`src/rtl/pc_seq_pkg.sv`:
```
// Shared types and constants for the program-counter sequencer.
package pc_seq_pkg;

  typedef enum logic [1:0] {
    ST_FETCH = 2'd0,
    ST_EXEC  = 2'd1,
    ST_HALT  = 2'd2,
    ST_TRAP  = 2'd3
  } pc_seq_state_t;

  typedef enum logic [1:0] {
    CAUSE_NONE     = 2'd0,
    CAUSE_MISALIGN = 2'd1,
    CAUSE_RANGE    = 2'd2
  } trap_cause_t;

  localparam int unsigned INSTR_BYTES = 4;

endpackage

```
`src/rtl/pc_target_check.sv`:
```
// Combinational legality check of a PC target: word alignment and imem range.
module pc_target_check
  import pc_seq_pkg::*;
#(
  parameter logic [31:0] RESET_ADDR = 32'h0100_0000,
  parameter int unsigned IMEM_WORDS = 1024
) (
  input  logic [31:0] target,
  output logic        misaligned,
  output logic        out_of_range
);

  localparam logic [31:0] ALIGN_MASK = 32'(INSTR_BYTES - 1);
  // 33-bit limit so a memory ending exactly at 2^32 does not wrap to zero
  localparam logic [32:0] LIMIT = {1'b0, RESET_ADDR} + 33'(IMEM_WORDS) * 33'(INSTR_BYTES);

  assign misaligned   = (target & ALIGN_MASK) != 32'd0;
  assign out_of_range = (target < RESET_ADDR) || ({1'b0, target} >= LIMIT);

endmodule

```
`src/rtl/pc_sequencer.sv`:
```
// Multicycle fetch/execute sequencer producing next_pc, with sticky halt and trap.
// Define PC_SEQ_RETIRE_CNT_EN to add the 64-bit instret retired-instruction counter.
module pc_sequencer
  import pc_seq_pkg::*;
#(
  parameter logic [31:0] RESET_ADDR = 32'h0100_0000,
  parameter int unsigned IMEM_WORDS = 1024
) (
  input  logic        clk,
  input  logic        reset,
  input  logic [31:0] current_pc,
  output logic [31:0] next_pc,
  output logic        imem_req,
  input  logic        imem_ack,
  output logic        instr_valid,
  input  logic        ex_done,
  input  logic        br_taken,
  input  logic [31:0] br_target,
  input  logic        halt_req,
  output logic        halted,
  output logic        trap,
  output logic [1:0]  trap_cause,
`ifdef PC_SEQ_RETIRE_CNT_EN
  output logic [63:0] instret,
`endif
  output logic [1:0]  dbg_state
);

  // Handshakes: imem_ack only counts while imem_req is high (FETCH); ex_done and
  // its companions br_*/halt_req only count in EXEC. Neither side is back-pressured.

  pc_seq_state_t state_q, state_d;
  trap_cause_t   cause_q, cause_d;
  logic          halted_q, halted_d;
  logic          trap_q, trap_d;
  logic [31:0]   target;
  logic          misaligned;
  logic          out_of_range;

  assign target = br_taken ? br_target : current_pc + 32'(INSTR_BYTES);

  pc_target_check #(
    .RESET_ADDR (RESET_ADDR),
    .IMEM_WORDS (IMEM_WORDS)
  ) u_target_check (
    .target       (target),
    .misaligned   (misaligned),
    .out_of_range (out_of_range)
  );

  always_comb begin
    state_d     = state_q;
    cause_d     = cause_q;
    halted_d    = halted_q;
    trap_d      = trap_q;
    next_pc     = current_pc;
    imem_req    = 1'b0;
    instr_valid = 1'b0;
    case (state_q)
      ST_FETCH: begin
        imem_req = 1'b1;
        if (imem_ack) begin
          instr_valid = 1'b1;
          state_d     = ST_EXEC;
        end
      end
      ST_EXEC: begin
        if (ex_done) begin
          if (halt_req) begin
            state_d  = ST_HALT;
            halted_d = 1'b1;
          end else if (misaligned) begin
            state_d = ST_TRAP;
            trap_d  = 1'b1;
            cause_d = CAUSE_MISALIGN;
          end else if (out_of_range) begin
            state_d = ST_TRAP;
            trap_d  = 1'b1;
            cause_d = CAUSE_RANGE;
          end else begin
            next_pc = target;
            state_d = ST_FETCH;
          end
        end
      end
      default: begin
        state_d = state_q;
      end
    endcase
    if (reset) begin
      next_pc     = RESET_ADDR;
      imem_req    = 1'b0;
      instr_valid = 1'b0;
    end
  end

  always_ff @(posedge clk) begin
    if (reset) begin
      state_q  <= ST_FETCH;
      cause_q  <= CAUSE_NONE;
      halted_q <= 1'b0;
      trap_q   <= 1'b0;
    end else begin
      state_q  <= state_d;
      cause_q  <= cause_d;
      halted_q <= halted_d;
      trap_q   <= trap_d;
    end
  end

  assign halted     = halted_q;
  assign trap       = trap_q;
  assign trap_cause = cause_q;
  assign dbg_state  = state_q;

`ifdef PC_SEQ_RETIRE_CNT_EN
  logic        retire;
  logic [63:0] instret_q, instret_d;

  // Halting instructions retire; trapping ones do not.
  assign retire = (state_q == ST_EXEC) && ex_done &&
                  (halt_req || !(misaligned || out_of_range));

  always_comb begin
    instret_d = instret_q + 64'(retire);
  end

  always_ff @(posedge clk) begin
    if (reset) begin
      instret_q <= 64'd0;
    end else begin
      instret_q <= instret_d;
    end
  end

  assign instret = instret_q;
`endif

endmodule
```
`config.mk`:
```
export PLATFORM = sky130hd
export DESIGN_NAME = pc_sequencer
export DESIGN_NICKNAME = d
export VERILOG_FILES = /design/src/rtl/pc_seq_pkg.sv /design/src/rtl/pc_target_check.sv /design/src/rtl/pc_sequencer.sv
export SDC_FILE = /design/constraint.sdc
export NUM_CORES = 1
export LEC_CHECK = 0
export BUFFER_PORTS_ARGS = -buffer_cell sky130_fd_sc_hd__buf_2
export CAP_MARGIN = 20
export CELL_PAD_IN_SITES_DETAIL_PLACEMENT = 0
export CELL_PAD_IN_SITES_GLOBAL_PLACEMENT = 1
export CORE_ASPECT_RATIO = 1.2
export CORE_MARGIN = 2
export CORE_UTILIZATION = 28
export CTS_BUF_LIST = sky130_fd_sc_hd__clkbuf_4
export DETAILED_ROUTE_END_ITERATION = 12
export PLACE_DENSITY = 0.83
export SLEW_MARGIN = 30
export SYNTH_ARGS = -nofsm -noshare
export SYNTH_HDL_FRONTEND = slang
export SYNTH_SLANG_ARGS = --single-unit
```
`constraint.sdc`:
```
create_clock -name clk -period 5.27 [get_ports clk]
set_clock_uncertainty 0.15 [all_clocks]
set_input_delay 1.054 -clock clk [delete_from_list [all_inputs] [get_ports clk]]
set_output_delay 1.054 -clock clk [all_outputs]
set_load 0.03 [all_outputs]
```
# Word-level counts from Yosys, hierarchy flattened
# Index checks and enable logic that the tools add are counted.
[word_totals]
ff_bits = 6
output_inout_bits = 40
elab_cells = 41
[classes]
n_addsub = 1
order_cmp = 2
n_eq_ne = 3
muxes = 22
n_bitwise = 1
reduce_logical = 8
[ops]
columns = ["cell", "n"]
rows = [
  ["$mux 32", 7],
  ["$add 32x3->32 const B", 1],
  ["$ge 32x25->1 const B", 1],
  ["$lt 32x25->1 const B", 1],
  ["$reduce_bool 32->1", 1],
  ["$mux 2", 7],
  ["$mux 1", 7],
  ["$reduce_and 3->1", 2],
  ["$ne 2x2->1 const B", 2],
  ["$pmux 2 s2", 1],
  ["$reduce_and 4->1", 1],
  ["$reduce_bool 2->1", 2],
  ["$eq 2x1->1 const B", 1],
  ["$logic_not 2->1", 1],
  ["$logic_or 1x1->1", 1],
  ["$not 1->1", 1],
]

# Logic depth before layout (Yosys ltp)
[logic_depth]
depth_word = 10
mapped_depth = 10

# Modules after synthesis
# A second synthesis with hierarchy kept.
[unflattened]
hier_cells = 399
hier_area_um2 = 2428.6
[by_module_without_submodules]
columns = ["module", "instances", "cells_each", "area_per_inst_um2"]
rows = [
  ["pc_sequencer", 1, 391, 2377.3],
  ["pc_target_check", 1, 8, 51.3],
]

# Worst setup path before layout
# Ideal clock, no wire load.
[synth_timing]
path_kind = "in2out"
start = "input port current_pc[2]"
end = "output port next_pc[10]"
arrival_ps = 4038
t_required_ps = 4066
setup_slack_ps = 28
path_stages = 9
n_path_buf = 1
path_cell_list = "ha_1 > and3_4 > nand3_1 > mux2_2 > or4_4 > o41ai_1 > nand3_1 > clkbuf_1 > o31ai_1"
[synth_between]
elab_chain_len = 10
elab_cells_between_ends = 11
cone_classes = "add/sub: 1; order compare: 2; mux: 7; reduce/logical: 1"
[synth_lines]
columns = ["item", "line_no", "source"]
rows = [
  ["start: declaration", "pc_sequencer.sv:11", "input logic [31:0] current_pc,"],
  ["$add 32x3->32 (*)", "pc_sequencer.sv:40", "assign target = br_taken ? br_target : current_pc + 32'(INSTR_BYTES);"],
  ["$mux 32 (*)", "pc_sequencer.sv:40", ""],
  ["$lt 32x25->1 / $ge 32x25->1 (equally long branches)", "pc_target_check.sv:18", "assign out_of_range = (target < RESET_ADDR) || ({1'b0, target} >= LIMIT);"],
  ["$logic_or 1x1->1", "pc_target_check.sv:18", ""],
  ["$mux 32 (*)", "pc_sequencer.sv:76", "end else if (out_of_range) begin"],
  ["$mux 32 (*)", "pc_sequencer.sv:72", "end else if (misaligned) begin"],
  ["$mux 32 (*)", "pc_sequencer.sv:69", "if (halt_req) begin"],
  ["$mux 32 (*)", "pc_sequencer.sv:68", "if (ex_done) begin"],
  ["$mux 32 (*)", "pc_sequencer.sv:59", "case (state_q)"],
  ["$mux 32 (*)", "pc_sequencer.sv:90", "if (reset) begin"],
  ["end: declaration", "pc_sequencer.sv:12", "output logic [31:0] next_pc,"],
]
# Every way passes the cells marked *; elsewhere a longest branch is shown, timed or not.

# Worst setup path in the final report
[layout_timing]
start = "input port current_pc[2]"
end = "output port next_pc[11]"
# The elaborated chain is that of the path after synthesis.

==> results <==
- Detailed placement finished with a half-perimeter wire length of between 5000 and 6000 um.
- Setup violations remaining at the end of the flow were counted as 0.
- The CTS tree is built.
- In this run the clock root is driven by a sky130_fd_sc_hd__clkbuf_4.
- The number of gates given a new drive strength after cts is 0.
- Counting flops and latches in the post-synthesis netlist gives 6.
- The total power density per cell area is between 100 and 150 nW/um^2.
- The number of stages on the worst hold path is 2.
- The die boundary height is 85.7 um.
- The category of the most critical setup path is input port to output pin.
- The worst endpoint required time is between 4 and 5 ns.
- The post-synthesis cell type count is 50.
- The post-detailed-route count of antenna-violating nets is 0.
- The insertion delay of the later-clocked pin in the worst-skew pair is approximately 0.25 ns.
- The share of cells above drive strength 1 is 41.1%.
- The max-slew violation count came to 0.
- The slew of the pin with the lowest slew margin is a little over 0.7 ns.
- Once layout is done, the placed cells without fillers occupy 2270 um^2.
- The final hold violation count is 0.
- The global placer's final weighted congestion is approximately 0.86.
- The maximum number of pins on one net before global-route repair is 29.
- Dividing the detail-routed wire length by the instance count gives about 16 um.
- Counting the fill cells in the layout gives around 600.
- The overall die area is between 6000 and 7000 um^2.
- The sequential cell area in the final layout is approximately 120 um^2.
- The deepest clock path buffer count is 2.
- The synthesized design contains 0 enable-type register cells.
- Synthesis produced 231 cells.
- The number of placed I/O pins is 110.
- The depth of the most critical reg-to-reg path is 4.
- The most frequent standard cell in the layout excluding fill and tap cells is sky130_fd_sc_hd__buf_2.
- Across all layers, the routed design uses about 2400 vias.
- The overall track demand over capacity in global routing is between 20 and 25%.
- The number of nets handed over by synthesis was between 300 and 400.
- The worst register-to-register path has a setup slack of 3.53 ns.
- The global route total overflow is 0.
- VDD sags by at most approximately 0.1 mV.
- The non-filler instance count after layout is just over 400.
- Summed over all cells, the static leakage comes to between 1 and 1.5 nW.
- The signal arrival time at the worst endpoint is roughly 4.0 ns.
- The proportion of synthesized chip area in sequential cells is under 10%.
- The placed cell area is about 2200 um^2.
- The flow ran to the end, and the final reports show no timing, DRC or antenna violations.
- The worst slew margin relative to its limit is about half.
- The via count of the first global-routing pass is around 2200.
- The count of unresolved DRC violations after routing is 0.
- The shortest period the worst path allows is 5.15 ns.
- The sum of routed wire length over all layers is between 6000 and 7000 um.
- The class of the tightest hold or removal check is flop to flop.
- Once the floorplan was initialized, standard cells occupied between 20% and 30% of the core.
- In this run, the number of DRC markers left after iteration 0 of detailed routing was 93.
- The floorplan step set the die width to slightly above 70 um.
- Including well taps, the total number of placed cells is roughly 400.
- The post-CTS repair timing setup buffer count is 0.
- STA classifies the critical path startpoint as an input port.
- The number of warnings issued by yosys is 0.
- The clock-pin slew on the worst setup and hold paths is around 0.050 ns.
- The combined area of the multi-input logic cells is 1350 um^2.
- The minimum setup slack in the final design is approximately 0.12 ns.
- The mean cell area of the mapped netlist is between 6 and 7 um^2.
- The flip-flop cell with the highest count after synthesis is sky130_fd_sc_hd__dfxtp_1.
- In this run the standard cell core region covers between 5000 and 6000 um^2.
- The type of destination of the critical path is an output pin.
- The net total in the final layout is about 420.
- The endpoint of the worst register-to-register path is trap_cause[1].
- The ratio of routed vias to standard cells is approximately 5.9.
- The number of clock buffers inserted by TritonCTS is 3.
- The worst slack at placement is approximately 0.15 ns.
- After synthesis, the share of flip-flops with an asynchronous set or reset is 0%.
- In this run the number of H-tree levels came out at 1.
- The first global-routing pass estimated around 10000 um of wire.
- The start point of the critical path is current_pc[2].
- The upper clock frequency limit is 194 MHz.
- The number of antenna diodes in the final layout is 0.
- After floorplanning, the core was divided into 29 placement rows.
- In the layout the commonest cells are 107 x sky130_fd_sc_hd__buf_2, 21 x sky130_fd_sc_hd__and3_1, 17 x sky130_fd_sc_hd__buf_4, 15 x sky130_fd_sc_hd__a21oi_1.
- Summing every instance area after synthesis gives around 1600 um^2.
- The iteration count of the initial detailed-routing pass is 4.
- The total number of clock tree sinks is 6.
- Of the available clock period, the critical path in the final layout requires 97.7%.
- Buffers inserted to repair hold after CTS numbered 0.
- The count of maximum capacitance violations is 0.
- The synthesis-to-layout area growth is 46.1%.
- In this run the worst path has a maximum fanout of 5.
- The most critical setup path has its endpoint at next_pc[11].
- Buffers placed on the I/O ports in this run total around 110.
- The worst flop-to-flop path startpoint is dbg_state[0].
- The initial antenna violation count is 0.
==> metrics by stage <==
step	hold slack (ns)	power [mW]	TNS, ns	utilization (%)
after floorplan	0.421	0.141	0	-
after global placement	0.289	0.212	0	41.9
after detailed placement	0.292	0.212	0	41.9
after CTS	0.302	0.256	0	42.4
after global routing	0.306	0.275	-0.00698	42.6
final	0.305	0.256	0	42.6
==> final cells by class <==
type / count / area share (%)
Multi-Input combinational cell: 199 / 59.2
Timing Repair Buffer: 125 / 29.5
Sequential cell: 6 / 5.28
Tap cell: 62 / 3.41
Inverter: 10 / 1.65
Clock buffer: 3 / 0.990
==> sequential cells by signal (all words and copies together) (netlist names) <==
register and cells:
dbg_state 2, trap_cause 2, halted 1, trap 1
==> worst max-delay path, stage by stage <==
cell	delay, ns
sky130_fd_sc_hd__buf_2	0.12
sky130_fd_sc_hd__ha_1	0.17
sky130_fd_sc_hd__and3_4	0.23
sky130_fd_sc_hd__nand4_2	0.14
sky130_fd_sc_hd__or4_1	0.53
sky130_fd_sc_hd__mux2_4	0.29
sky130_fd_sc_hd__o41a_1	0.39
sky130_fd_sc_hd__or4_4	0.52
sky130_fd_sc_hd__a221oi_2	0.27
sky130_fd_sc_hd__clkbuf_4	0.23
==> Yosys cell counts (2+ instances only) <==
library cell | count | area (um^2)
sky130_fd_sc_hd__and3_1 | 21 | 131
sky130_fd_sc_hd__a21oi_1 | 15 | 75.1
sky130_fd_sc_hd__clkbuf_1 | 14 | 52.6
sky130_fd_sc_hd__nand3_1 | 14 | 70.1
sky130_fd_sc_hd__nor3_1 | 14 | 70.1
sky130_fd_sc_hd__nor2_1 | 12 | 45.0
sky130_fd_sc_hd__inv_1 | 10 | 37.5
sky130_fd_sc_hd__nor4_1 | 10 | 62.6
sky130_fd_sc_hd__o21ai_0 | 10 | 50.1
sky130_fd_sc_hd__nand2_1 | 9 | 33.8
sky130_fd_sc_hd__nand4_1 | 9 | 56.3
sky130_fd_sc_hd__dfxtp_1 | 6 | 120
sky130_fd_sc_hd__o311ai_0 | 6 | 52.6
sky130_fd_sc_hd__o31ai_1 | 6 | 45.0
sky130_fd_sc_hd__or4_1 | 5 | 37.5
sky130_fd_sc_hd__a211o_1 | 4 | 35.0
sky130_fd_sc_hd__a31oi_1 | 4 | 25.0
sky130_fd_sc_hd__o211ai_1 | 4 | 30.0
sky130_fd_sc_hd__o32ai_1 | 4 | 35.0
sky130_fd_sc_hd__xnor2_1 | 4 | 35.0
sky130_fd_sc_hd__a2111oi_0 | 3 | 26.3
sky130_fd_sc_hd__a21boi_0 | 3 | 22.5
sky130_fd_sc_hd__a21o_1 | 3 | 22.5
sky130_fd_sc_hd__and3_4 | 3 | 33.8
sky130_fd_sc_hd__and4_1 | 3 | 26.3
sky130_fd_sc_hd__mux2i_1 | 3 | 30.0
sky130_fd_sc_hd__or3_1 | 3 | 18.8
sky130_fd_sc_hd__a22oi_1 | 2 | 15.0
sky130_fd_sc_hd__a32oi_1 | 2 | 17.5
sky130_fd_sc_hd__buf_2 | 2 | 10.0
sky130_fd_sc_hd__nor4b_1 | 2 | 17.5
sky130_fd_sc_hd__o41ai_1 | 2 | 17.5
sky130_fd_sc_hd__or4_4 | 2 | 22.5
==> report_power, final <==
part           switching [mW]  internal, mW  total [mW]
sequential            0.00250        0.0482      0.0507
combinational           0.102        0.0601       0.162
clock                  0.0177        0.0258      0.0436
==> logic make-up after synthesis <==
kind of cell               count (synthesis)  synth area share, %
and+or+nand+nor                          113                 43.7
xor gates and xnor gates                   5                 2.81
buffers and inverters                     26                 6.43
adders and majority gates                  1                0.804
DFF                                        6                 7.72
AOI/OAI and AO/OA                         75                 34.9
muxes                                      5                 3.62
==> worst min-delay path by stage <==
stage               endpoint  from  slack (ns)
finish                  trap  trap        0.30
global route            trap  trap        0.31
CTS                     trap  trap        0.30
detailed placement      trap  trap        0.29
global placement        trap  trap        0.29
floorplan               trap  trap        0.42
==> layer usage <==
metal / share of wire (%) / wire, um / vias up / GRT usage [%]
met2: 49 / 3150 / 97 / 35.9
met1: 43 / 2750 / 1109 / 26.3
met4: 1.6 / 106 / 0 / 3.95
met3: 6.8 / 440 / 14 / 2.94
li1: - / - / 1176 / -
met5: 0 / 0 / - / 0
(Power assumes the default switching activity.)
